<file path="config.mk">
export PLATFORM = sky130hd
export DESIGN_NAME = forward_activation
export DESIGN_NICKNAME = d
export VERILOG_FILES = /design/src/rtl/forward_activation_pkg.sv /design/src/rtl/forward_activation_fork.sv /design/src/rtl/forward_activation_lane.sv /design/src/rtl/forward_activation.sv
export SDC_FILE = /design/constraint.sdc
export NUM_CORES = 1
export LEC_CHECK = 0
export ABC_AREA = 1
export CAP_MARGIN = 20
export CORE_ASPECT_RATIO = 1.1
export CORE_UTILIZATION = 36
export DETAILED_ROUTE_END_ITERATION = 12
export PLACE_DENSITY = 0.75
export SYNTH_ARGS = -nofsm -noshare
export SYNTH_HDL_FRONTEND = slang
export SYNTH_SLANG_ARGS = --single-unit
</file>
<file path="constraint.sdc">
create_clock -name iCLK -period 1 [get_ports iCLK]
set_input_delay 0.1 -clock iCLK [delete_from_list [all_inputs] [get_ports iCLK]]
set_output_delay 0.1 -clock iCLK [all_outputs]
set_load 0.03 [all_outputs]
</file>
<file path="src/rtl/forward_activation_pkg.sv">
// Shared network helpers: accumulator width and the ReLU/saturating clip used by
// every activation stage (hidden and output layers).
package forward_activation_pkg;

    typedef struct packed {
        logic        deriv;
        logic [63:0] state;
    } actResult_t;

    function automatic int accWidth(input int np, input int wv);
        return $clog2(np) + wv;
    endfunction

    // Caller sign-extends the lane sum to 64 bits and keeps state[wv-1:0].
    function automatic actResult_t activate(input logic signed [63:0] accum,
                                            input int sh, input int wv);
        logic signed [63:0] s;
        logic signed [63:0] maxVal;
        actResult_t         r;
        s       = accum >>> sh;
        maxVal  = (64'sd1 <<< (wv - 1)) - 64'sd1;
        r.deriv = (s > 64'sd0);
        if (s <= 64'sd0)
            r.state = '0;
        else if (s > maxVal)
            r.state = maxVal;
        else
            r.state = s;
        return r;
    endfunction

endpackage

</file>
<file path="src/rtl/forward_activation_fork.sv">
// Generic one-deep register feeding two independently draining output branches.
module fork_reg #(
    parameter int    W0    = 16,
    parameter int    W1    = 2,
    parameter string BURST = "yes"
) (
    input  logic          iCLK,
    input  logic          iRST,
    input  logic          iValid,
    output logic          oReady,
    input  logic [W0-1:0] iData0,
    input  logic [W1-1:0] iData1,
    output logic          oValid0,
    input  logic          iReady0,
    output logic [W0-1:0] oData0,
    output logic          oValid1,
    input  logic          iReady1,
    output logic [W1-1:0] oData1
);

    logic full0, full1, canAccept, accept;

    generate
        if (BURST == "yes") begin : gBurst
            assign canAccept = (!full0 || iReady0) && (!full1 || iReady1);
        end else begin : gSingle
            assign canAccept = !full0 && !full1;
        end
    endgenerate

    // Gate with reset so the producer sees not-ready for the whole reset window.
    assign oReady  = iRST && canAccept;
    assign accept  = iValid && oReady;
    assign oValid0 = full0;
    assign oValid1 = full1;

    always_ff @(posedge iCLK or negedge iRST) begin
        if (!iRST) begin
            full0  <= 1'b0;
            full1  <= 1'b0;
            oData0 <= '0;
            oData1 <= '0;
        end else if (accept) begin
            full0  <= 1'b1;
            full1  <= 1'b1;
            oData0 <= iData0;
            oData1 <= iData1;
        end else begin
            if (iReady0) full0 <= 1'b0;
            if (iReady1) full1 <= 1'b0;
        end
    end

endmodule

</file>
<file path="src/rtl/forward_activation_lane.sv">
// One neuron lane: shift, ReLU, saturate and derivative bit, purely combinational.
module activation_lane
    import forward_activation_pkg::*;
#(
    parameter int WA = 10,
    parameter int WV = 8,
    parameter int SH = 0
) (
    input  logic signed [WA-1:0] accum,
    output logic        [WV-1:0] state,
    output logic                 deriv
);

    actResult_t r;
    logic       unusedHi;

    assign r        = activate(64'(accum), SH, WV);
    assign state    = r.state[WV-1:0];
    assign deriv    = r.deriv;
    assign unusedHi = ^r.state[63:WV];

endmodule

</file>
<file path="src/rtl/forward_activation.sv">
// Forward activation stage: per-lane ReLU/clip of accumulator sums, forked to the
// next layer (state) and the backward path (derivative mask).
module forward_activation
    import forward_activation_pkg::*;
#(
    parameter int    NP    = 3,
    parameter int    NC    = 2,
    parameter int    WV    = 8,
    parameter int    SH    = 0,
    parameter string BURST = "yes",
    localparam int   WA    = accWidth(NP, WV)
) (
    input  logic             iCLK,
    input  logic             iRST,
    input  logic             iValid_AM_Accum,
    output logic             oReady_AM_Accum,
    input  logic [NC*WA-1:0] iData_AM_Accum,
    output logic             oValid_BM_State,
    input  logic             iReady_BM_State,
    output logic [NC*WV-1:0] oData_BM_State,
    output logic             oValid_BM_Deriv,
    input  logic             iReady_BM_Deriv,
    output logic [NC-1:0]    oData_BM_Deriv
);

    logic [NC-1:0][WV-1:0] laneState;
    logic [NC-1:0]         laneDeriv;

    generate
        for (genvar k = 0; k < NC; k++) begin : gLane
            activation_lane #(.WA(WA), .WV(WV), .SH(SH)) uLane (
                .accum (iData_AM_Accum[k*WA +: WA]),
                .state (laneState[k]),
                .deriv (laneDeriv[k])
            );
        end
    endgenerate

    fork_reg #(.W0(NC*WV), .W1(NC), .BURST(BURST)) uFork (
        .iCLK    (iCLK),
        .iRST    (iRST),
        .iValid  (iValid_AM_Accum),
        .oReady  (oReady_AM_Accum),
        .iData0  (laneState),
        .iData1  (laneDeriv),
        .oValid0 (oValid_BM_State),
        .iReady0 (iReady_BM_State),
        .oData0  (oData_BM_State),
        .oValid1 (oValid_BM_Deriv),
        .iReady1 (iReady_BM_Deriv),
        .oData1  (oData_BM_Deriv)
    );

endmodule

</file>
# After elaboration in Yosys (flattened, before gate mapping)

Index checks and enable logic that the tools add are counted.

Add/subtract/negate cells: 0
Magnitude comparators: 6
$mul: 0
Div/mod/pow operators: 0
Muxes and demuxes: 8
Equal/unequal tests: 0
Shifts and indexed selects: 0
Reductions and logical operators: 9
Bitwise gates (word level): 0

Operators by type and width:

| operator              | count |
|---|---|
| $mux W8               | 4 |
| $gt A10 B1 Y1 const B | 2 |
| $gt A10 B8 Y1 const B | 2 |
| $le A10 B1 Y1 const B | 2 |
| $mux W1               | 4 |
| $reduce_bool A2 Y1    | 2 |
| $logic_and A1 B1 Y1   | 3 |
| $logic_not A1 Y1      | 2 |
| $logic_or A1 B1 Y1    | 2 |

Output and inout port bits: 21
RAM bits: 0
Logic and storage cells: 27
Latch bits: 0
Memory bits (read-only): 0
Memories: 0
Input port bits: 25
Register bits after elaboration: 20

# Longest topological paths before layout

Gate-level depths: netlist of run 1.

Depth in word-level cells: 6
Gate-level depth with buffers: 7
Gate-level depth less buffers: 6

# Modules after synthesis

A second synthesis of run 1 with hierarchy kept.

Cells, all modules: 156
Area total of the unflattened synthesis: 1174.9 um^2

By module, submodules not included:

| module          | times used | cells each | sequential area each (um^2) | area an instance (um^2) |
|---|---|---|---|---|
| fork_reg        | 1          | 92         | 500.5                       | 892.1 |
| activation_lane | 2          | 32         | 0.0                         | 141.4 |

# Least setup slack after synthesis of run 1

Ideal clock, no wire load.

Kind: reg2reg
Start: register uFork.full0, in the netlist uFork.oValid0
End: register uFork.oData0[0]
Period minus slack after synthesis: 1247 ps
Data arrival time: 1129 ps
Stages on the path, launching flop included: 7
Setup time: 118 ps
Path buffers: 2
Slack: -247 ps
Data required time: 882 ps
Cell sequence: dfrtp_1 > nand2_2 > nand4_4 > buf_6 > buf_6 > nand2_1 > nand2_1

Word-level cells in the longest chain between the ends: 5

RTL lines:

| what                     | line                          | RTL |
|---|---|---|
| start: declaration       | forward_activation_fork.sv:21 | `logic full0, full1, canAccept, accept;` |
| start signal: assignment | forward_activation_fork.sv:39 | `full0 <= 1'b0;` |
| start signal: assignment | forward_activation_fork.sv:44 | `full0 <= 1'b1;` |
| start signal: assignment | forward_activation_fork.sv:49 | `if (iReady0) full0 <= 1'b0;` |
| $logic_not A1 Y1         | forward_activation_fork.sv:25 | `assign canAccept = (!full0 \|\| iReady0) && (!full1 \|\| iReady1);` |
| $logic_or A1 B1 Y1       | forward_activation_fork.sv:25 |  |
| $logic_and A1 B1 Y1      | forward_activation_fork.sv:25 |  |
| $logic_and A1 B1 Y1      | forward_activation_fork.sv:32 | `assign oReady = iRST && canAccept;` |
| $logic_and A1 B1 Y1      | forward_activation_fork.sv:33 | `assign accept = iValid && oReady;` |
| end signal: assignment   | forward_activation_fork.sv:46 | `oData0 <= iData0;` |
| end: declaration         | forward_activation_fork.sv:15 | `output logic [W0-1:0] oData0,` |

Every way passes these cells.
A chain may end at the register's enable or synchronous reset.

# Worst setup path in the final report of run 1

Start: register uFork.full0, in the netlist uFork.oValid0
End: register uFork.oData0[6]

The elaborated chain is that of the path after synthesis.

==> flow_metrics.env, run 1 <==
export IMPL_status="finished with violations"
export IMPL_violations="setup timing"
export IMPL_postRouteWirelength_um=3050
export IMPL_coreArea_um2=2567
export IMPL_drc=0
export IMPL_cp_data_arrival_time_ns=1.54
export IMPL_cp_startpoint="uFork.oValid0"
export IMPL_regArea_um2=503.0
export IMPL_cts_made_buffers=3
export IMPL_r2r_setup_slack_ns=-0.31
export IMPL_grt_pass1_vias=1101
export IMPL_reg2reg_from="uFork.oValid0"
export IMPL_dp_hpwl_um=2059
export IMPL_grt_setup_unrepaired="true"
export IMPL_finalHoldViolCount=0
export IMPL_row_count=19
export IMPL_clkSinkCount=20
export IMPL_drive_gt1_share_pct=43.56
export IMPL_r2r_cells=5
export IMPL_die_x_um=52.43
export IMPL_synth_cell_type_count=15
export IMPL_postLayoutCellArea_um2=1810
export IMPL_nFillCells=194
export IMPL_ys_warn_count=0
export IMPL_setup_viol=23
export IMPL_skew_ns=0.007319
export IMPL_syn_inst=128
export IMPL_ioPinCount=46
export IMPL_finalCritPeriodShare_pct=130.7
export IMPL_clk_latency_ns=0.29
export IMPL_grt_usage_pct=19.43
export IMPL_wire_per_inst_um=13.09
export IMPL_leakage_nw=0.9481
export IMPL_crit_fanout=8
export IMPL_ir_drop_v=0.0008212
export IMPL_portBuffers=45
export IMPL_fin_nets=228
export IMPL_antenna_cells=0
export IMPL_cts_clk_slew_worst_paths_ns=0.11
export IMPL_grt_pass1_wl_um=4409
export IMPL_cp_slowest_cell="dfrtp_2"
export IMPL_cts_path_max_buffers=2
export IMPL_final_min_clock_period_ns=1.307
export IMPL_die_y_um=57.48
export IMPL_gr_total_overflow=0
export IMPL_grt_max_degree=21
export IMPL_slowest_delay_ns=0.45
export IMPL_postSynthAreaPerCell_um2=7.869
export IMPL_ant_nets=0
export IMPL_dr_pass1_iters=5
export IMPL_multi_input_area_um2=513.0
export IMPL_drt_iter0_drc=25
export IMPL_area_growth_pct=79.75
export IMPL_crit_type="register to register"
export IMPL_worst_pin_slew_ns=0.3628
export IMPL_hold_class="primary input to async pin"
export IMPL_cts_tree="yes"
export IMPL_critical_path_required_ns=1.23
export IMPL_reg2reg_to="uFork.oData0[6]"
export IMPL_start_kind="register"
export IMPL_fin_ws_ns=-0.3067
export IMPL_syn_num_nets=153
export IMPL_endpoint="uFork.oData0[6]"
export IMPL_whs_ns=0.3687
export IMPL_root_buffer="clkbuf_4"
export IMPL_ys_ff_latch=20
export IMPL_netlist_area_um2=1007
export IMPL_power_total_mw=2.519
export IMPL_htree_num_levels=1
export IMPL_dp_cells=221
export IMPL_place_congestion=0.7744
export IMPL_drv_cap=0
export IMPL_crit_chain="nand2_4, nand4_4, nor2_4, nand3_2, nand2_1"
export IMPL_finalNonFillerCells=233
export IMPL_seq_area_frac_synth_pct=49.69
export IMPL_end_kind="register"
export IMPL_dr_total_vias=1093
export IMPL_drv_slew=0
export IMPL_start_util_pct=39.23
export IMPL_p_per_area_nw_per_um2=1391
export IMPL_grt_antenna_before_repair=0
export IMPL_hold_buffers=0
export IMPL_max_slew_margin_rel_pct=75.76
export IMPL_viasPerCell=4.691
export IMPL_max_freq_mhz=765.3
export IMPL_setup_tns_ns=-4.791
export IMPL_die_area_um2=3013
export IMPL_dpl_cell_area_um2=1574
[area by class of cell]
class                           count  share of cell area (%)
Timing Repair Buffer               72                   35.66
Multi-Input combinational cell     85                   28.33
Sequential cell                    20                   27.78
Inverter                           21                   4.630
Tap cell                           31                   2.142
Clock buffer                        4                   1.451
[per-layer routing]
| layer | part of all wire, % | global-route usage, % |
|---|---|---|
| met2 | 58 | 37.97 |
| met1 | 38 | 21.39 |
| met3 | 3.0 | 1.067 |
| met4 | 0.59 | 6.391 |
| met5 | 0 | 0 |
[where the power goes]
part / switching [mW] / internal, mW / total [mW]
clock network: 0.230 / 0.155 / 0.385
logic: 0.597 / 0.489 / 1.09
registers: 0.100 / 0.948 / 1.05
[synth_stat cells]
master,count,area [µm²]
nor2_2,2,12.51
inv_1,20,75.07
buf_6,2,22.52
nand4_4,1,21.27
or2_2,2,12.51
nand3b_1,1,7.510
inv_2,1,3.750
and2_1,1,6.260
nand2_1,50,187.7
nand2_2,2,12.51
nand3_2,1,10.01
nor2_4,3,33.78
nor2_1,7,26.28
nand3_1,15,75.07
dfrtp_1,20,500.5
[metrics by stage]
stage                     util [%]  setup slack, ns
after CTS                    66.67          -0.2893
final                        70.52          -0.3067
after global placement       61.31          -0.3373
after global routing         70.52          -0.3484
after detailed placement     61.31          -0.4237
after floorplan                  -          -0.1870
[flip-flops by register name (all words and copies together), names as in the netlist]
| name | count |
|---|---|
| uFork.oValid1 | 1 |
| uFork.oData0 | 16 |
| uFork.oData1 | 2 |
| uFork.oValid0 | 1 |
[kinds of logic after synthesis]
family / synth area share [%]
buf+inv: 10.06
flops: 49.69
simple gates: 40.25
[worst min path at each step]
| stage | from | slack (ns) | to |
|---|---|---|---|
| finish | iRST | 0.37 | uFork.oValid1 |
| global route | iRST | 0.39 | uFork.oValid1 |
| CTS | iRST | 0.38 | uFork.oData0[3] |
| detailed placement | uFork.oData1[0] | 0.47 | uFork.oData1[0] |
| global placement | uFork.oData0[1] | 0.46 | uFork.oData0[1] |
| floorplan | iRST | -0.20 | uFork.oData0[0] |
[cells in the final DEF (no fill, tap or decap)]
master,instances
nand2_1,44
buf_4,36
clkdlybuf4s50_1,24
inv_1,18
dfrtp_1,18
nand3_2,13
buf_6,12
nor2_4,5
nand2_2,5
nor2_1,4
nand2_4,3
nor2_2,3
nand3_1,3
clkbuf_4,3
inv_4,2
or2_2,2
dfrtp_2,2
nand4_4,1
inv_2,1
and2_1,1
nand3b_1,1
clkbuf_1,1
[worst max-delay path: cells and delay by family, from the launching register on]
family / cells / cell delay [ns]
flops: 1 / 0.45
simple gates: 5 / 0.80
[what timing repair did]
action                                  in CTS  in global routing
cloned                                       0                  0
buffers inserted                             4                  5
pin swaps                                   15                 17
endpoints found under the setup margin      19                 25
gates resized for setup                     20                 20
(Power assumes the default switching activity.)
==> run 2: changes to the inputs <==
--- a/config.mk
+++ b/config.mk
@@ -8,9 +8,10 @@
 export ABC_AREA = 1
 export CAP_MARGIN = 20
 export CORE_ASPECT_RATIO = 1.1
-export CORE_UTILIZATION = 36
+export CORE_UTILIZATION = 39
 export DETAILED_ROUTE_END_ITERATION = 12
-export PLACE_DENSITY = 0.75
+export PLACE_DENSITY = 0.77
 export SYNTH_ARGS = -nofsm -noshare
 export SYNTH_HDL_FRONTEND = slang
+export SYNTH_HIERARCHICAL = 1
 export SYNTH_SLANG_ARGS = --single-unit
==> run 2 against run 1 <==
The flow still finishes with violations (setup timing). Sequential power about the same. Design area shrank 1.5%. Clock power fell by 8.6%.
==> flow_metrics.env, run 2 <==
export IMPL_status="finished with violations"
export IMPL_violations="setup timing"
export IMPL_fin_nets=246
export IMPL_ys_warn_count=6
export IMPL_leakage_nw=0.9708
export IMPL_yosysMostFrequentCell="nand2_1"
export IMPL_ioPinCount=46
export IMPL_grt_setup_unrepaired="true"
export IMPL_die_y_um=59.57
export IMPL_cp_data_arrival_time_ns=1.08
export IMPL_grt_antenna_before_repair=0
export IMPL_cts_clk_slew_worst_paths_ns=0.10
export IMPL_die_x_um=54.33
export IMPL_dp_hpwl_um=2066
export IMPL_ys_flop_type="dfrtp_1"
export IMPL_fin_ws_ns=-0.1750
export IMPL_nFillCells=266
export IMPL_synth_edf_count=0
export IMPL_drt_iter0_drc=33
export IMPL_fin_util_pct=63.66
export IMPL_largest_reg_flops=16
export IMPL_layout_commonest_cell="nand2_1"
export IMPL_yosys_top_cells_area="dfrtp_1 (43%), nand2_1 (15%), nor2_1 (11%)"
export IMPL_critical_path_required_ns=0.90
export IMPL_end_kind="output pin"
export IMPL_grt_pass1_wl_um=4353
export IMPL_final_min_clock_period_ns=1.175
export IMPL_viasPerCell=4.754
export IMPL_power_total_mw=2.573
export IMPL_start_kind="register"
export IMPL_synthTopCellsByCount="nand2_1 (47), nor2_1 (35), dfrtp_1 (20), nand4_1 (19), inv_1 (16)"
export IMPL_finalHoldViolCount=0
export IMPL_drc=0
export IMPL_ant_nets=0
export IMPL_skew_ns=0.003443
export IMPL_grt_max_degree=20
export IMPL_cts_made_buffers=3
export IMPL_ys_ff_latch=20
export IMPL_root_buffer="clkbuf_4"
export IMPL_row_count=20
export IMPL_largest_register="uFork/oData0"
export IMPL_dp_cells=242
export IMPL_regArea_um2=503.0
export IMPL_cts_tree="yes"
export IMPL_finalNonFillerCells=252
export IMPL_grt_pass1_vias=1102
export IMPL_start_util_pct=41.92
export IMPL_mostFrequentLayoutCells="nand2_1 (44), buf_4 (35), nor2_1 (34), clkdlybuf4s50_1 (23), nand4_1 (19)"
export IMPL_gr_total_overflow=0
export IMPL_p_per_area_nw_per_um2=1442
export IMPL_antenna_cells=0
export IMPL_portBuffers=45
export IMPL_postSynthAreaPerCell_um2=7.531
export IMPL_reg_top3="uFork/oData0 x16, uFork/oData1 x2"
export IMPL_multi_input_area_um2=523.0
export IMPL_drv_cap=0
export IMPL_place_congestion=0.7592
export IMPL_dr_pass1_iters=4
export IMPL_grt_usage_pct=18.30
export IMPL_die_area_um2=3236
export IMPL_synth_top_area_cell="dfrtp_1"
export IMPL_netlist_area_um2=1175
export IMPL_setup_viol=23
export IMPL_syn_inst=156
export IMPL_max_freq_mhz=851.0
export IMPL_yosysTopAreaCellShare_pct=42.60
export IMPL_coreArea_um2=2803
export IMPL_postRouteWirelength_um=2694
export IMPL_dr_total_vias=1198
export IMPL_synth_async_reset_ratio_pct=100.0
export IMPL_drive_gt1_share_pct=26.94
export IMPL_crit_fanout=2
export IMPL_seq_area_frac_synth_pct=42.60
export IMPL_htree_num_levels=1
export IMPL_wire_per_inst_um=10.69
export IMPL_finalCritPeriodShare_pct=117.5
export IMPL_syn_num_nets=181
export IMPL_clk_latency_ns=0.29
export IMPL_ir_drop_v=0.001003
export IMPL_clkSinkCount=20
export IMPL_hold_class="primary input to register"
export IMPL_drv_slew=0
export IMPL_crit_type="register to output pin"
export IMPL_area_growth_pct=51.86
export IMPL_cts_path_max_buffers=2
export IMPL_synth_cell_type_count=13
==> run 2: cell count changes after synthesis, sizes merged, moves of 2 or more <==
cell	change
nor2	+23
nand4	+18
nand3	-16
clkbuf	+5
inv	-4
buf	+2
conb	+2
==> run 2: repair_timing <==
| item | CTS | global route |
|---|---|---|
| setup endpoints to repair | 21 | 25 |
| hold endpoints to repair | 20 | 0 |
| pin swaps | 2 | 0 |
| buffers inserted | 4 | 2 |
| resized for setup | 6 | 3 |
| cloned | 0 | 0 |
| hold buffers | 1 | 0 |
==> run 2: cell families after synthesis <==
group,Yosys count,synth area share (%)
flip-flops,20,42.60
other,2,0.6392
AO/OA/AOI/OAI,1,1.385
AND/OR/NAND/NOR,107,41.21
buffers and inverters,26,14.16
==> run 2: metrics by stage <==
stage          worst slack (ns)  TNS, ns  area (µm²)  hold slack [ns]
4_1_cts                 -0.1701   -2.882        1758           0.4481
3_5_place_dp            -0.3556   -6.391        1679           0.4668
5_1_grt                 -0.2316   -4.467        1784           0.4682
6_report                -0.1750   -3.272        1784           0.4492
3_3_place_gp            -0.3082   -5.715        1679           0.4585
2_1_floorplan          -0.09623   -1.694        1190          -0.1956
==> run 2: power breakdown <==
part / switching (mW) / leakage, nW / total, mW / internal (mW)
clock network: 0.212 / 0.0138 / 0.352 / 0.140
registers: 0.0983 / 0.248 / 1.06 / 0.963
logic: 0.652 / 0.709 / 1.16 / 0.507
==> run 2: layer usage <==
layer | global-route usage [%] | up-vias | share of wire, %
met5 | 0 | - | 0
li1 | - | 607 | -
met2 | 34.67 | 38 | 58
met4 | 5.495 | 0 | 0.59
met3 | 1.538 | 2 | 4.0
met1 | 20.95 | 551 | 38
==> run 2: worst paths after layout <==
check,startpoint,to,slack [ns],depth (start not counted)
worst max register to register,uFork/oValid1,uFork/oData0[14],-0.18,6
min in group asynchronous,iRST,uFork/oValid0,0.48,3
max in group asynchronous,iRST,uFork/oValid1,0.25,3
worst max-delay path,uFork/oValid1,oReady_AM_Accum,-0.18,4
worst min-delay path,iRST,uFork/oValid0,0.45,4
worst min register to register,uFork/oData0[3],uFork/oData0[3],0.49,2
==> run 2: layout make-up <==
cell class                      instances  share of cell area (%)
Sequential cell                        20                   28.19
Multi-Input combinational cell        110                   29.31
Timing Repair Buffer                   69                   35.34
Tap cell                               33                   2.314
Clock buffer                            3                   1.262
Inverter                               17                   3.576
==> run 2: critical path, cell delays in order (launching register included) <==
cell and delay (ns):
dfrtp_2 0.43, nand2_2 0.09, nand2_2 0.06, nor2_4 0.08, buf_6 0.13
==> run 3: changes to the inputs <==
--- a/config.mk
+++ b/config.mk
@@ -5,12 +5,13 @@
 export SDC_FILE = /design/constraint.sdc
 export NUM_CORES = 1
 export LEC_CHECK = 0
-export ABC_AREA = 1
+export ABC_AREA = 0
 export CAP_MARGIN = 20
 export CORE_ASPECT_RATIO = 1.1
-export CORE_UTILIZATION = 39
+export CORE_UTILIZATION = 41
 export DETAILED_ROUTE_END_ITERATION = 12
-export PLACE_DENSITY = 0.77
+export PLACE_DENSITY = 0.8
+export REMOVE_ABC_BUFFERS = 1
 export SYNTH_ARGS = -nofsm -noshare
 export SYNTH_HDL_FRONTEND = slang
 export SYNTH_HIERARCHICAL = 1
==> constraint.sdc (replaced) <==
create_clock -name iCLK -period 1.3 [get_ports iCLK]
set_input_delay 0.13 -clock iCLK [delete_from_list [all_inputs] [get_ports iCLK]]
set_output_delay 0.13 -clock iCLK [all_outputs]
set_load 0.03 [all_outputs]
==> run 3 against run 2 <==
The flow still finishes with violations (setup timing). Clock-buffer cell count is the same. First-iteration DRC count shrank 27%. Cell count shrank 34%. Sequential power shrank 20%. Critical path depth is the same. Synthesized cell count shrank 44%. Worst hold slack lost 0.23 ns. Largest cell class unchanged.
==> flow_metrics.env, run 3 <==
export IMPL_status="finished with violations"
export IMPL_violations="setup timing"
export IMPL_die_y_um=54.24
export IMPL_drv_cap=0
export IMPL_area_growth_pct=59.29
export IMPL_cts_tree="yes"
export IMPL_postSynthAreaPerCell_um2=11.69
export IMPL_p_per_area_nw_per_um2=1409
export IMPL_reg2reg_from="uFork/oValid1"
export IMPL_gr_total_overflow=0
export IMPL_largest_register="uFork/oData0"
export IMPL_synthTopCellsByCount="dfrtp_1 (20), nor2_1 (16), nor3_1 (12), mux2_4 (10), mux2_1 (6)"
export IMPL_place_congestion=0.6949
export IMPL_dpl_cell_area_um2=1513
export IMPL_dr_total_vias=808
export IMPL_combPwrFrac_pct=40.9
export IMPL_end_kind="register"
export IMPL_cts_path_max_buffers=2
export IMPL_die_x_um=49.49
export IMPL_leakage_nw=0.7463
export IMPL_row_count=18
export IMPL_fin_util_pct=70.53
export IMPL_grt_setup_unrepaired="true"
export IMPL_setup_viol=19
export IMPL_seq_area_frac_synth_pct=49.20
export IMPL_drive_gt1_share_pct=25.74
export IMPL_postRouteWirelength_um=2431
export IMPL_grt_pass1_vias=855
export IMPL_coreArea_um2=2297
export IMPL_reg_top3="uFork/oData0 x16, uFork/oData1 x2"
export IMPL_largest_reg_flops=16
export IMPL_fin_nets=162
export IMPL_reg2reg_to="uFork/oData0[10]"
export IMPL_portBuffers=45
export IMPL_ir_drop_v=0.0009287
export IMPL_wire_per_inst_um=14.64
export IMPL_final_min_clock_period_ns=1.376
export IMPL_crit_type="register to register"
export IMPL_die_area_um2=2684
export IMPL_skew_ns=0.009352
export IMPL_synth_async_reset_ratio_pct=100.0
export IMPL_finalHoldViolCount=0
export IMPL_r2r_setup_slack_ns=-0.08
export IMPL_viasPerCell=4.867
export IMPL_ys_ff_latch=20
export IMPL_p_clk_share_pct=22.2
export IMPL_yosysMostFrequentCell="dfrtp_1"
export IMPL_critical_path_required_ns=1.49
export IMPL_whs_ns=0.2200
export IMPL_power_internal_mw=1.516
export IMPL_pre_cts_slack_ns=-0.2965
export IMPL_synth_top_area_cell="dfrtp_1"
export IMPL_syn_inst=87
export IMPL_ys_flop_type="dfrtp_1"
export IMPL_hold_buffers=0
export IMPL_ant_nets=0
export IMPL_synth_cell_type_count=18
export IMPL_cp_data_arrival_time_ns=1.57
export IMPL_finalCritPeriodShare_pct=105.8
export IMPL_cts_clk_slew_worst_paths_ns=0.12
export IMPL_netlist_area_um2=1017
export IMPL_power_frac_seq_pct=37.0
export IMPL_p_switching_mw=0.7677
export IMPL_ys_warn_count=6
export IMPL_grt_usage_pct=19.10
export IMPL_postLayoutCellArea_um2=1620
export IMPL_cts_made_buffers=3
export IMPL_htree_num_levels=1
export IMPL_r2r_cells=4
export IMPL_max_freq_mhz=726.7
export IMPL_switching_share_pct=33.62
export IMPL_start_kind="register"
export IMPL_dr_pass1_iters=4
export IMPL_layout_commonest_cell="clkdlybuf4s50_1"
export IMPL_grt_pass1_wl_um=3774
export IMPL_drt_iter0_drc=24
export IMPL_clk_latency_ns=0.30
export IMPL_crit_fanout=5
export IMPL_mostFrequentLayoutCells="clkdlybuf4s50_1 (24), dfrtp_1 (20), dlygate4sd2_1 (19), mux2_4 (18), nor2_1 (16)"
export IMPL_grt_antenna_before_repair=0
export IMPL_drv_slew=0
export IMPL_synth_edf_count=0
export IMPL_dp_hpwl_um=1805
export IMPL_fin_ws_ns=-0.07604
export IMPL_root_buffer="clkbuf_4"
export IMPL_start_util_pct=44.28
export IMPL_yosysTopAreaCellShare_pct=49.20
export IMPL_grt_max_degree=23
export IMPL_hold_class="primary input to async pin"
export IMPL_ioPinCount=46
export IMPL_yosys_top_cells_area="dfrtp_1 (49%), mux2_4 (15%), mux2_1 (6.6%)"
export IMPL_drc=0
export IMPL_clkSinkCount=20
export IMPL_setup_tns_ns=-0.9893
export IMPL_antenna_cells=0
-- run 3: cell types whose count changed after synthesis, sizes merged, moves of 5 or more --
cell	delta
clkbuf	-5
inv	-17
mux2	+18
nand2	-49
nand4	-18
nor2	-19
nor3	+14
-- run 3: power groups by stage --
stage	Sequential [mW]	Combinational, mW	Clock, mW
2_1_floorplan	1.13	0.222	0
3_3_place_gp	0.851	0.945	0
3_5_place_dp	0.860	0.961	0
4_1_cts	0.844	0.887	0.524
5_1_grt	0.859	0.980	0.552
6_report	0.844	0.933	0.506
-- run 3: cell type report --
type | count | area [µm²]
repair buffers | 51 | 523.0
clock buffers | 3 | 22.52
multi-input cells | 61 | 506.7
clock inverters | 1 | 30.03
flip-flops and latches | 20 | 500.5
fillers | 171 | 676.9
well taps | 30 | 37.54
-- run 3: worst max-delay path, stage by stage (launching register included) --
cell       delay, ns
dfrtp_1         0.43
nand2b_4        0.08
and4_4          0.29
clkbuf_16       0.17
mux2_4          0.29
-- run 3: kinds of logic (layout without fill, tap and decap cells) --
group / Yosys count / in the layout / synth area share, %
AO/OA/AOI/OAI: 2 / 2 / 1.230
buffers and inverters: 6 / 55 / 4.428
AND/OR/NAND/NOR: 39 / 39 / 20.79
other: 2 / 2 / 0.7383
flip-flops: 20 / 20 / 49.20
multiplexers: 18 / 18 / 23.62
-- run 3: how the worst max path moves through the flow --
stage | start | end | slack (ns) | depth (start not counted)
final | uFork/oValid1 | uFork/oData0[10] | -0.08 | 4
after global routing | uFork/oValid0 | uFork/oData0[12] | -0.11 | 4
after CTS | uFork/oValid1 | oReady_AM_Accum | -0.08 | 4
after detailed placement | iReady_BM_Deriv | uFork/oData0[9] | -0.30 | 5
after global placement | iReady_BM_State | uFork/oData0[9] | -0.26 | 5
after floorplan | uFork/oValid1 | uFork/oData0[10] | -0.20 | 3
-- run 3: stage by stage --
stage,power (mW),cells
final,2.284,166
after global routing,2.391,166
after CTS,2.255,165
after detailed placement,1.821,160
after global placement,1.796,160
after floorplan,1.349,81
-- run 3: repair_timing --
item | 4_1_cts | 5_1_grt
endpoints found under the setup margin | 39 | 21
resized for setup | 25 | 8
setup buffers | 1 | 0
cloned | 0 | 1
-- run 3: routing by layer --
layer / share of wire (%) / track usage, %
met1: 43 / 22.90
met2: 54 / 34.02
met3: 2.8 / 2.778
met4: 0.62 / 10.00
met5: 0 / 0
==> edit, RTL diff (flow settings as in run 2) <==
The parameter `NP` goes from 3 to 6.
--- a/src/rtl/forward_activation.sv
+++ b/src/rtl/forward_activation.sv
@@ -3,7 +3,7 @@
 module forward_activation
     import forward_activation_pkg::*;
 #(
-    parameter int    NP    = 3,
+    parameter int    NP    = 6,
     parameter int    NC    = 2,
     parameter int    WV    = 8,
     parameter int    SH    = 0,
Interface: changed (resized iData_AM_Accum); port bits go from 46 to 48. The function was not compared with the original's and may differ.
==> edit against run 2 <==
The flow still finishes with violations (setup timing). Power up 8.4%. Largest power group unchanged. Critical path depth grew 1. Largest cell class unchanged. Non-clock buffer count is 6 higher. Area after synthesis shrank 2.3%. Routed wire length is 3.6% higher. Final cell count rose by 1.2%. Sequential cell count did not move. Fmax shrank 0.35%. Worst hold slack worse by 250 ps. Critical path type is now input port to output pin. Setup slack got worse by 4.1 ps. Sequential share of layout area shrank 0.92 points. Final area is 3.4% higher.
==> edit: results <==
metrics = {
    "outcome": {
        "status": "complete, but fails checks",
        "violations": "setup timing",
    },
    "routing": {
        "routed-wl-met2_mm": 1.57,
        "wl_met3_um": 134,
        "avgRoutedWirePerCell_um": 10.9,
        "met1Wirelength_mm": 1.03,
        "viasPerCell": 4.81,
        "num_vias": 1226,
    },
    "global_routing": {
        "met2_usage": 0.363,
        "grt_pass1_wl_mm": 4.42,
        "grt_pass1_vias": 1096,
    },
    "synth": {
        "synth.avg_cell_area_um2": 7.55,
        "synth_common_cells": "nand2_1 (47), nor2_1 (39), dfrtp_1 (20)",
        "synthTopCellsByArea": "dfrtp_1 (44%), nand2_1 (15%), nor2_1 (13%)",
    },
    "place": {
        "portBuffers": 47,
        "preCtsSetupSlack_ps": -357,
        "hpwl_mm": 2.16,
    },
    "worst_setup_path": {
        "slowest_stage": "clkdlybuf4s50_1",
        "r2r_end": "uFork/oData0[11]",
    },
    "power_and_ir_drop": {
        "clock_power_share": 0.169,
        "peakVddDrop_mv": 1.10,
        "leakage_nw": 0.963,
        "switchingPower_mw": 1.02,
    },
    "cells_and_area": {
        "nFillCells": 231,
    },
    "timing": {
        "setup_viol": 22,
        "skew_ps": 2.96,
        "fin_tns_setup_ps": -2760,
        "layout_setup_ws_ps": -179,
        "whs_ps": 201,
    },
}
[edit: repair_timing]
| item | CTS | global route |
|---|---|---|
| endpoints found under the setup margin | 27 | 32 |
| setup buffers | 6 | 4 |
| pin swaps | 3 | 1 |
| resized for setup | 10 | 8 |
[edit: logic make-up (layout without fill, tap and decap cells)]
| group | Yosys count | in the layout | share of synthesized area |
|---|---|---|---|
| compound gates | 1 | 1 | 0.0142 |
| buf+inv | 18 | 88 | 0.119 |
| flops | 20 | 20 | 0.436 |
| other cells | 2 | 2 | 0.00655 |
| simple gates | 111 | 111 | 0.424 |
[edit: final cells by class]
| type | instances | area [µm²] | share of cell area |
|---|---|---|---|
| clock buffers | 4 | 36.3 | 0.0197 |
| repair buffers | 75 | 704 | 0.382 |
| flip-flops and latches | 20 | 503 | 0.273 |
| multi-input cells | 114 | 526 | 0.285 |
| well taps | 33 | 41.3 | 0.0224 |
| inverters | 9 | 33.8 | 0.0183 |
